==> config.mk <==
export PLATFORM = sky130hd
export DESIGN_NAME = ps2_keyboard
export DESIGN_NICKNAME = d
export VERILOG_FILES = /design/src/rtl/ps2_keyboard.sv
export SDC_FILE = /design/constraint.sdc
export NUM_CORES = 1
export LEC_CHECK = 0
export CAP_MARGIN = 5
export CELL_PAD_IN_SITES_DETAIL_PLACEMENT = 0
export CELL_PAD_IN_SITES_GLOBAL_PLACEMENT = 1
export CORE_MARGIN = 3
export CORE_UTILIZATION = 45
export DETAILED_ROUTE_END_ITERATION = 16
export GPL_TIMING_DRIVEN = 1
export PLACE_DENSITY = 0.89
export SLEW_MARGIN = 20
export SYNTH_ARGS = -nofsm -noshare
export SYNTH_HDL_FRONTEND = slang
export SYNTH_SLANG_ARGS = --single-unit
==> constraint.sdc <==
create_clock -name clk -period 2.1 [get_ports clk]
set_input_delay 0.63 -clock clk [delete_from_list [all_inputs] [get_ports clk]]
set_output_delay 0.63 -clock clk [all_outputs]
set_load 0.1 [all_outputs]
==> src/rtl/ps2_keyboard.sv <==
`timescale 1ns/1ps
// ps2_keyboard: PS/2 keyboard receiver. Deframes 11-bit PS/2 frames, strips
// break (F0) sequences, tags E0-extended codes and presents each make code as
// one keyboard_ready pulse of READY_CYCLES cycles.
// Optional feature macro: PS2_PARITY_CHECK_EN (odd parity enforced when defined).
// Handshake: keyboard_data/keyboard_ext change only on the cycle keyboard_ready
// rises; the consumer samples them around the falling edge of keyboard_ready,
// and ready stays low >= 2 cycles before the next rise so they remain stable.
module ps2_keyboard #(
  parameter int TIMEOUT_CYCLES = 100000,
  parameter int READY_CYCLES   = 4
) (
  input  logic       clk,
  input  logic       rst,
  input  logic       ps2_clk,
  input  logic       ps2_data,
  output logic [7:0] keyboard_data,
  output logic       keyboard_ready,
  output logic       keyboard_ext,
  output logic       frame_err,
  output logic [1:0] dbg_state
);

  localparam int             WDW        = $clog2(TIMEOUT_CYCLES + 1);
  localparam logic [WDW-1:0] WD_LAST    = WDW'(TIMEOUT_CYCLES - 1);
  localparam logic [7:0]     READY_LOAD = 8'(READY_CYCLES);

  typedef enum logic [1:0] {ST_IDLE, ST_DATA, ST_PARITY, ST_STOP} state_t;

  // ---------------- input conditioning ----------------
  logic [2:0] clk_sync_q;
  logic [1:0] dat_sync_q;
  logic       fall;
  logic       din;

  // Two-flop synchronisers, plus a third clock flop for edge detection.
  // Reset to the idle-high line level so reset never fabricates an edge.
  always_ff @(posedge clk) begin
    if (rst) begin
      clk_sync_q <= 3'b111;
      dat_sync_q <= 2'b11;
    end else begin
      clk_sync_q <= {clk_sync_q[1:0], ps2_clk};
      dat_sync_q <= {dat_sync_q[0], ps2_data};
    end
  end

  assign fall = clk_sync_q[2] & ~clk_sync_q[1];
  assign din  = dat_sync_q[1];

  // ---------------- frame FSM ----------------
  state_t         state_q, state_d;
  logic [2:0]     bitcnt_q, bitcnt_d;
  logic [7:0]     shreg_q, shreg_d;
  logic           par_q, par_d;
  logic [WDW-1:0] wd_q, wd_d;
  logic           dlv_q, dlv_d;
  logic           err_q, err_d;
  logic           par_ok;

`ifdef PS2_PARITY_CHECK_EN
  assign par_ok = ^{shreg_q, par_q};
`else
  assign par_ok = 1'b1;
`endif

  // Frame state register, shift register, watchdog and delivery/error strobes.
  always_ff @(posedge clk) begin
    if (rst) begin
      state_q  <= ST_IDLE;
      bitcnt_q <= '0;
      shreg_q  <= '0;
      par_q    <= 1'b0;
      wd_q     <= '0;
      dlv_q    <= 1'b0;
      err_q    <= 1'b0;
    end else begin
      state_q  <= state_d;
      bitcnt_q <= bitcnt_d;
      shreg_q  <= shreg_d;
      par_q    <= par_d;
      wd_q     <= wd_d;
      dlv_q    <= dlv_d;
      err_q    <= err_d;
    end
  end

  // Next-state logic: bits are taken on each synchronised falling edge; the
  // watchdog aborts a frame that stalls mid-way.
  always_comb begin
    state_d  = state_q;
    bitcnt_d = bitcnt_q;
    shreg_d  = shreg_q;
    par_d    = par_q;
    dlv_d    = 1'b0;
    err_d    = 1'b0;
    wd_d     = (state_q == ST_IDLE || fall) ? '0 : wd_q + 1'b1;
    case (state_q)
      ST_IDLE: begin
        if (fall && !din) begin
          bitcnt_d = '0;
          state_d  = ST_DATA;
        end
      end
      ST_DATA: begin
        if (fall) begin
          shreg_d = {din, shreg_q[7:1]};
          if (bitcnt_q == 3'd7) state_d = ST_PARITY;
          else                  bitcnt_d = bitcnt_q + 3'd1;
        end
      end
      ST_PARITY: begin
        if (fall) begin
          par_d   = din;
          state_d = ST_STOP;
        end
      end
      ST_STOP: begin
        if (fall) begin
          if (din && par_ok) dlv_d = 1'b1;
          else               err_d = 1'b1;
          state_d = ST_IDLE;
        end
      end
      default: state_d = ST_IDLE;
    endcase
    if (state_q != ST_IDLE && !fall && wd_q == WD_LAST) begin
      err_d   = 1'b1;
      state_d = ST_IDLE;
    end
  end

  // ---------------- decode stage ----------------
  logic       brk_q, brk_d;
  logic       extp_q, extp_d;
  logic       emit_q, emit_d;
  logic [7:0] emit_code_q, emit_code_d;
  logic       emit_ext_q, emit_ext_d;

  // Pending-prefix flags and the one-cycle emit strobe.
  always_ff @(posedge clk) begin
    if (rst) begin
      brk_q       <= 1'b0;
      extp_q      <= 1'b0;
      emit_q      <= 1'b0;
      emit_code_q <= '0;
      emit_ext_q  <= 1'b0;
    end else begin
      brk_q       <= brk_d;
      extp_q      <= extp_d;
      emit_q      <= emit_d;
      emit_code_q <= emit_code_d;
      emit_ext_q  <= emit_ext_d;
    end
  end

  // Classify each delivered byte. shreg_q still holds the byte here because a
  // new frame cannot shift data within one cycle of the stop bit.
  always_comb begin
    brk_d       = brk_q;
    extp_d      = extp_q;
    emit_d      = 1'b0;
    emit_code_d = emit_code_q;
    emit_ext_d  = emit_ext_q;
    if (dlv_q) begin
      if (shreg_q == 8'hF0) begin
        brk_d = 1'b1;
      end else if (shreg_q == 8'hE0) begin
        extp_d = 1'b1;
      end else if (brk_q) begin
        brk_d  = 1'b0;
        extp_d = 1'b0;
      end else begin
        emit_d      = 1'b1;
        emit_code_d = shreg_q;
        emit_ext_d  = extp_q;
        extp_d      = 1'b0;
      end
    end
    if (err_q) begin
      brk_d  = 1'b0;
      extp_d = 1'b0;
    end
  end

  // ---------------- output stage ----------------
  logic       rdy_q, rdy_d;
  logic       rdy_prev_q;
  logic [7:0] rcnt_q, rcnt_d;
  logic [7:0] data_q, data_d;
  logic       ext_q, ext_d;
  logic       buf_vld_q, buf_vld_d;
  logic [7:0] buf_data_q, buf_data_d;
  logic       buf_ext_q, buf_ext_d;
  logic       free;

  // Outputs, ready counter and the one-entry holding buffer.
  always_ff @(posedge clk) begin
    if (rst) begin
      rdy_q      <= 1'b0;
      rdy_prev_q <= 1'b0;
      rcnt_q     <= '0;
      data_q     <= '0;
      ext_q      <= 1'b0;
      buf_vld_q  <= 1'b0;
      buf_data_q <= '0;
      buf_ext_q  <= 1'b0;
    end else begin
      rdy_q      <= rdy_d;
      rdy_prev_q <= rdy_q;
      rcnt_q     <= rcnt_d;
      data_q     <= data_d;
      ext_q      <= ext_d;
      buf_vld_q  <= buf_vld_d;
      buf_data_q <= buf_data_d;
      buf_ext_q  <= buf_ext_d;
    end
  end

  // Free once ready has been low for two full cycles; the buffered code goes
  // out first and a new code arriving at the same time takes its buffer slot.
  assign free = !rdy_q && !rdy_prev_q;

  always_comb begin
    rdy_d      = rdy_q;
    rcnt_d     = rcnt_q;
    data_d     = data_q;
    ext_d      = ext_q;
    buf_vld_d  = buf_vld_q;
    buf_data_d = buf_data_q;
    buf_ext_d  = buf_ext_q;
    if (rdy_q) begin
      if (rcnt_q <= 8'd1) begin
        rdy_d  = 1'b0;
        rcnt_d = '0;
      end else begin
        rcnt_d = rcnt_q - 8'd1;
      end
    end
    if (free && buf_vld_q) begin
      data_d    = buf_data_q;
      ext_d     = buf_ext_q;
      rdy_d     = 1'b1;
      rcnt_d    = READY_LOAD;
      buf_vld_d = emit_q;
      if (emit_q) begin
        buf_data_d = emit_code_q;
        buf_ext_d  = emit_ext_q;
      end
    end else if (free && emit_q) begin
      data_d = emit_code_q;
      ext_d  = emit_ext_q;
      rdy_d  = 1'b1;
      rcnt_d = READY_LOAD;
    end else if (emit_q) begin
      buf_vld_d  = 1'b1;
      buf_data_d = emit_code_q;
      buf_ext_d  = emit_ext_q;
    end
  end

  assign keyboard_data  = data_q;
  assign keyboard_ready = rdy_q;
  assign keyboard_ext   = ext_q;
  assign frame_err      = err_q;
  assign dbg_state      = state_q;

endmodule

==> qor.yml <==
setup_crit_end_kind: "flop"
start_util_pct: 47.4
post_cts_setup_driven_buffer_insertion_count: 0
startpoint_type: "flop"
ys_seq_elements: 78
max_freq_mhz: 576
cts_buffers: 9
cts.sink_count: 78
final_cycle_utilization_of_the_critical_path_pct: 82.7
power.leakage_nw: 1.51
synthCells: 363
routabilityCongestion: 0.778
initial_antenna_violation_count: 0
final.min_clock_period_ns: 1.74
synth.top_cells.by_count: "dfxtp_1, nor2_1, nand2_1"
final.setup_skew_ns: 0.00681
rsz0062_at_grt: "false"
synth-main-ff-cell: "dfxtp_1"
drcViolationCount: 0
synth_edf_count: 0
dieWidth_um: 91.3
library_cell_occupying_the_most_area_in_the_post_synthesis_netlist: "dfxtp_1"
post_drt_via_cell_ratio: 5.07
hold_buffers: 0
path_clk_slew_ns: 0.08
arrival_time_at_the_worst_endpoint_ns: 1.97
syn_area_um2: 3270
finalMaxSlewViolations: 0
die_height_um: 91.3
worst_slew_pin_slew_ns: 0.649
synth_fp_nets: 376
result_of_the_run: "completed"
setup-violations-final: 0
synth_cell_types: 48
drt_first_pass_iters: 5
ys_seq_area_share_pct: 47.7
grt_start_max_net_pins: 32
worstSkewPairLatency_ns: 0.34
share_of_synthesized_registers_carrying_an_async_set_or_reset_pct: 0
yosys-top-cells-area: "dfxtp_1, nor2_1, mux2i_1"
ctsLongestPathBuffers: 2
finish.net_count: 392
fraction_of_layout_cells_with_a_size_suffix_above_1_pct: 13.3
final_cell_utilization_of_the_core_pct: 56.2
relative_slew_slack_pct: 56.3
cts_tree: "built"
placeableCoreArea_um2: 6910
cts-htree-levels: 3
portBuffers: 16
number_of_global_route_vias_before_repair: 2360
drt-total-wl_um: 5790
count_leader_synth: "dfxtp_1"
global_route.usage.total_pct: 15.2
drv_cap: 0
final-hold-violation-count: 0
drtAntennaViolNets: 0
placementRows: 30
critical_path.max_fanout: 10
first_pass_grt_wire_length_um: 10500
synth.avg_cell_area_um2: 9.02
boundaryPins: 17
hold_path_class: "flop to flop"
post_drt_wl_per_cell_um: 12.1
tns_ns: 0
dieArea_um2: 8340
post_cts_resize_count: 0
antenna_cells: 0
drt_iter0_markers: 87
p_per_area_nw_per_um2: 721
areaGrowthSynthToFinish_pct: 18.6
critical_path_class: "flop to flop"
dpl.hpwl_um: 4020
synth_top_area_share_pct: 47.7
synth.yosys.warnings: 0
worst_ir_drop_vdd_v: 0.000393
grt_overflow_total: 0
total_via_count_after_detailed_routing: 2434
clock_root_buffer: "clkbuf_8"
timing.critical_path.required_ns: 2.33
## power breakdown
group	switching [mW]	internal, mW	total [mW]
logic	0.0309	0.0178	0.0487
clock network	0.560	0.708	1.27
registers	0.00261	1.48	1.48
total	0.594	2.21	2.80
## state kept, by name, indices dropped and copies added (netlist names), 2 cells and up
name,count
bitcnt_q,3
buf_data_q,8
clk_sync_q,3
dat_sync_q,2
dbg_state,2
emit_code_q,8
keyboard_data,8
rcnt_q,8
shreg_q,8
wd_q,17
## cells by family after synthesis
kind of cell	after synthesis	synth area share (%)
buf+inv	28	3.63
compound gates	53	10.5
fa+ha+maj	9	3.44
flops	78	47.7
simple gates	154	22.8
mux	25	7.68
xor+xnor	16	4.28
## layout by cell type, fill, tap and decap left out, types with 3 or more instances in the layout
master	synthesis	routed
buf_12	0	13
buf_4	0	7
ha_1	9	9
dfxtp_1	78	76
a211oi_1	9	9
a21oi_1	15	15
o21ai_0	13	13
clkbuf_8	0	10
nor2b_1	5	5
nand4_1	5	5
xnor2_1	8	8
nor3_1	6	6
xor2_1	8	8
nand3_1	12	12
mux2i_1	24	24
nand2_1	25	25
a211o_1	4	4
nor2_1	70	70
nor4_1	4	4
or3_1	5	5
inv_1	10	10
nand2b_1	3	3
or2_2	5	5
## metal layers
layer	part of all wire (%)	routed length, um	vias to the layer above	track usage, %
met5	0	0	-	0
met4	1.3	73	0	6.41
met3	3.4	194	6	3.98
met2	45	2580	32	23.5
met1	51	2930	1117	20.1
li1	-	-	1279	-
## final cells by class
cell class,count,area (um2)
fillers,632,3020
multi-input cells,257,1590
flip-flops and latches,78,1560
repair buffers,23,338
clock buffers,10,138
well taps,96,120
clock inverters,6,92.6
inverters,10,37.5
## metrics by stage
step                cell area, um2  instances  power, mW  setup WS [ns]  hold slack (ns)
floorplan                     3280        363       1.55         0.0457            0.389
global placement              3650        464       1.57          0.447            0.397
detailed placement            3650        464       1.57          0.370            0.403
finish                        3880        480       2.80          0.363            0.417
global route                  3880        480       2.90          0.234            0.432
CTS                           3880        480       2.84          0.350            0.420
## worst paths after layout
path | startpoint | endpoint | slack (ns) | cells past startpoint
setup / recovery | dbg_state[1]$_SDFFE_PP0P_ | dbg_state[0]$_SDFFE_PP0P_ | 0.36 | 5
hold / removal | clk_sync_q[0]$_SDFF_PP1_ | clk_sync_q[1]$_SDFF_PP1_ | 0.42 | 1
setup reg to reg | dbg_state[1]$_SDFFE_PP0P_ | dbg_state[0]$_SDFFE_PP0P_ | 0.36 | 5
hold reg to reg | clk_sync_q[0]$_SDFF_PP1_ | clk_sync_q[1]$_SDFF_PP1_ | 0.42 | 1
## worst max-delay path, stage by stage, from the launching register on
cell and delay [ns]:
dfxtp_2 0.39, inv_1 0.07, ha_1 0.30, nor4_1 0.31, o221ai_1 0.22, o311a_1 0.33
No activity file was read; power rests on OpenSTA's default activity.
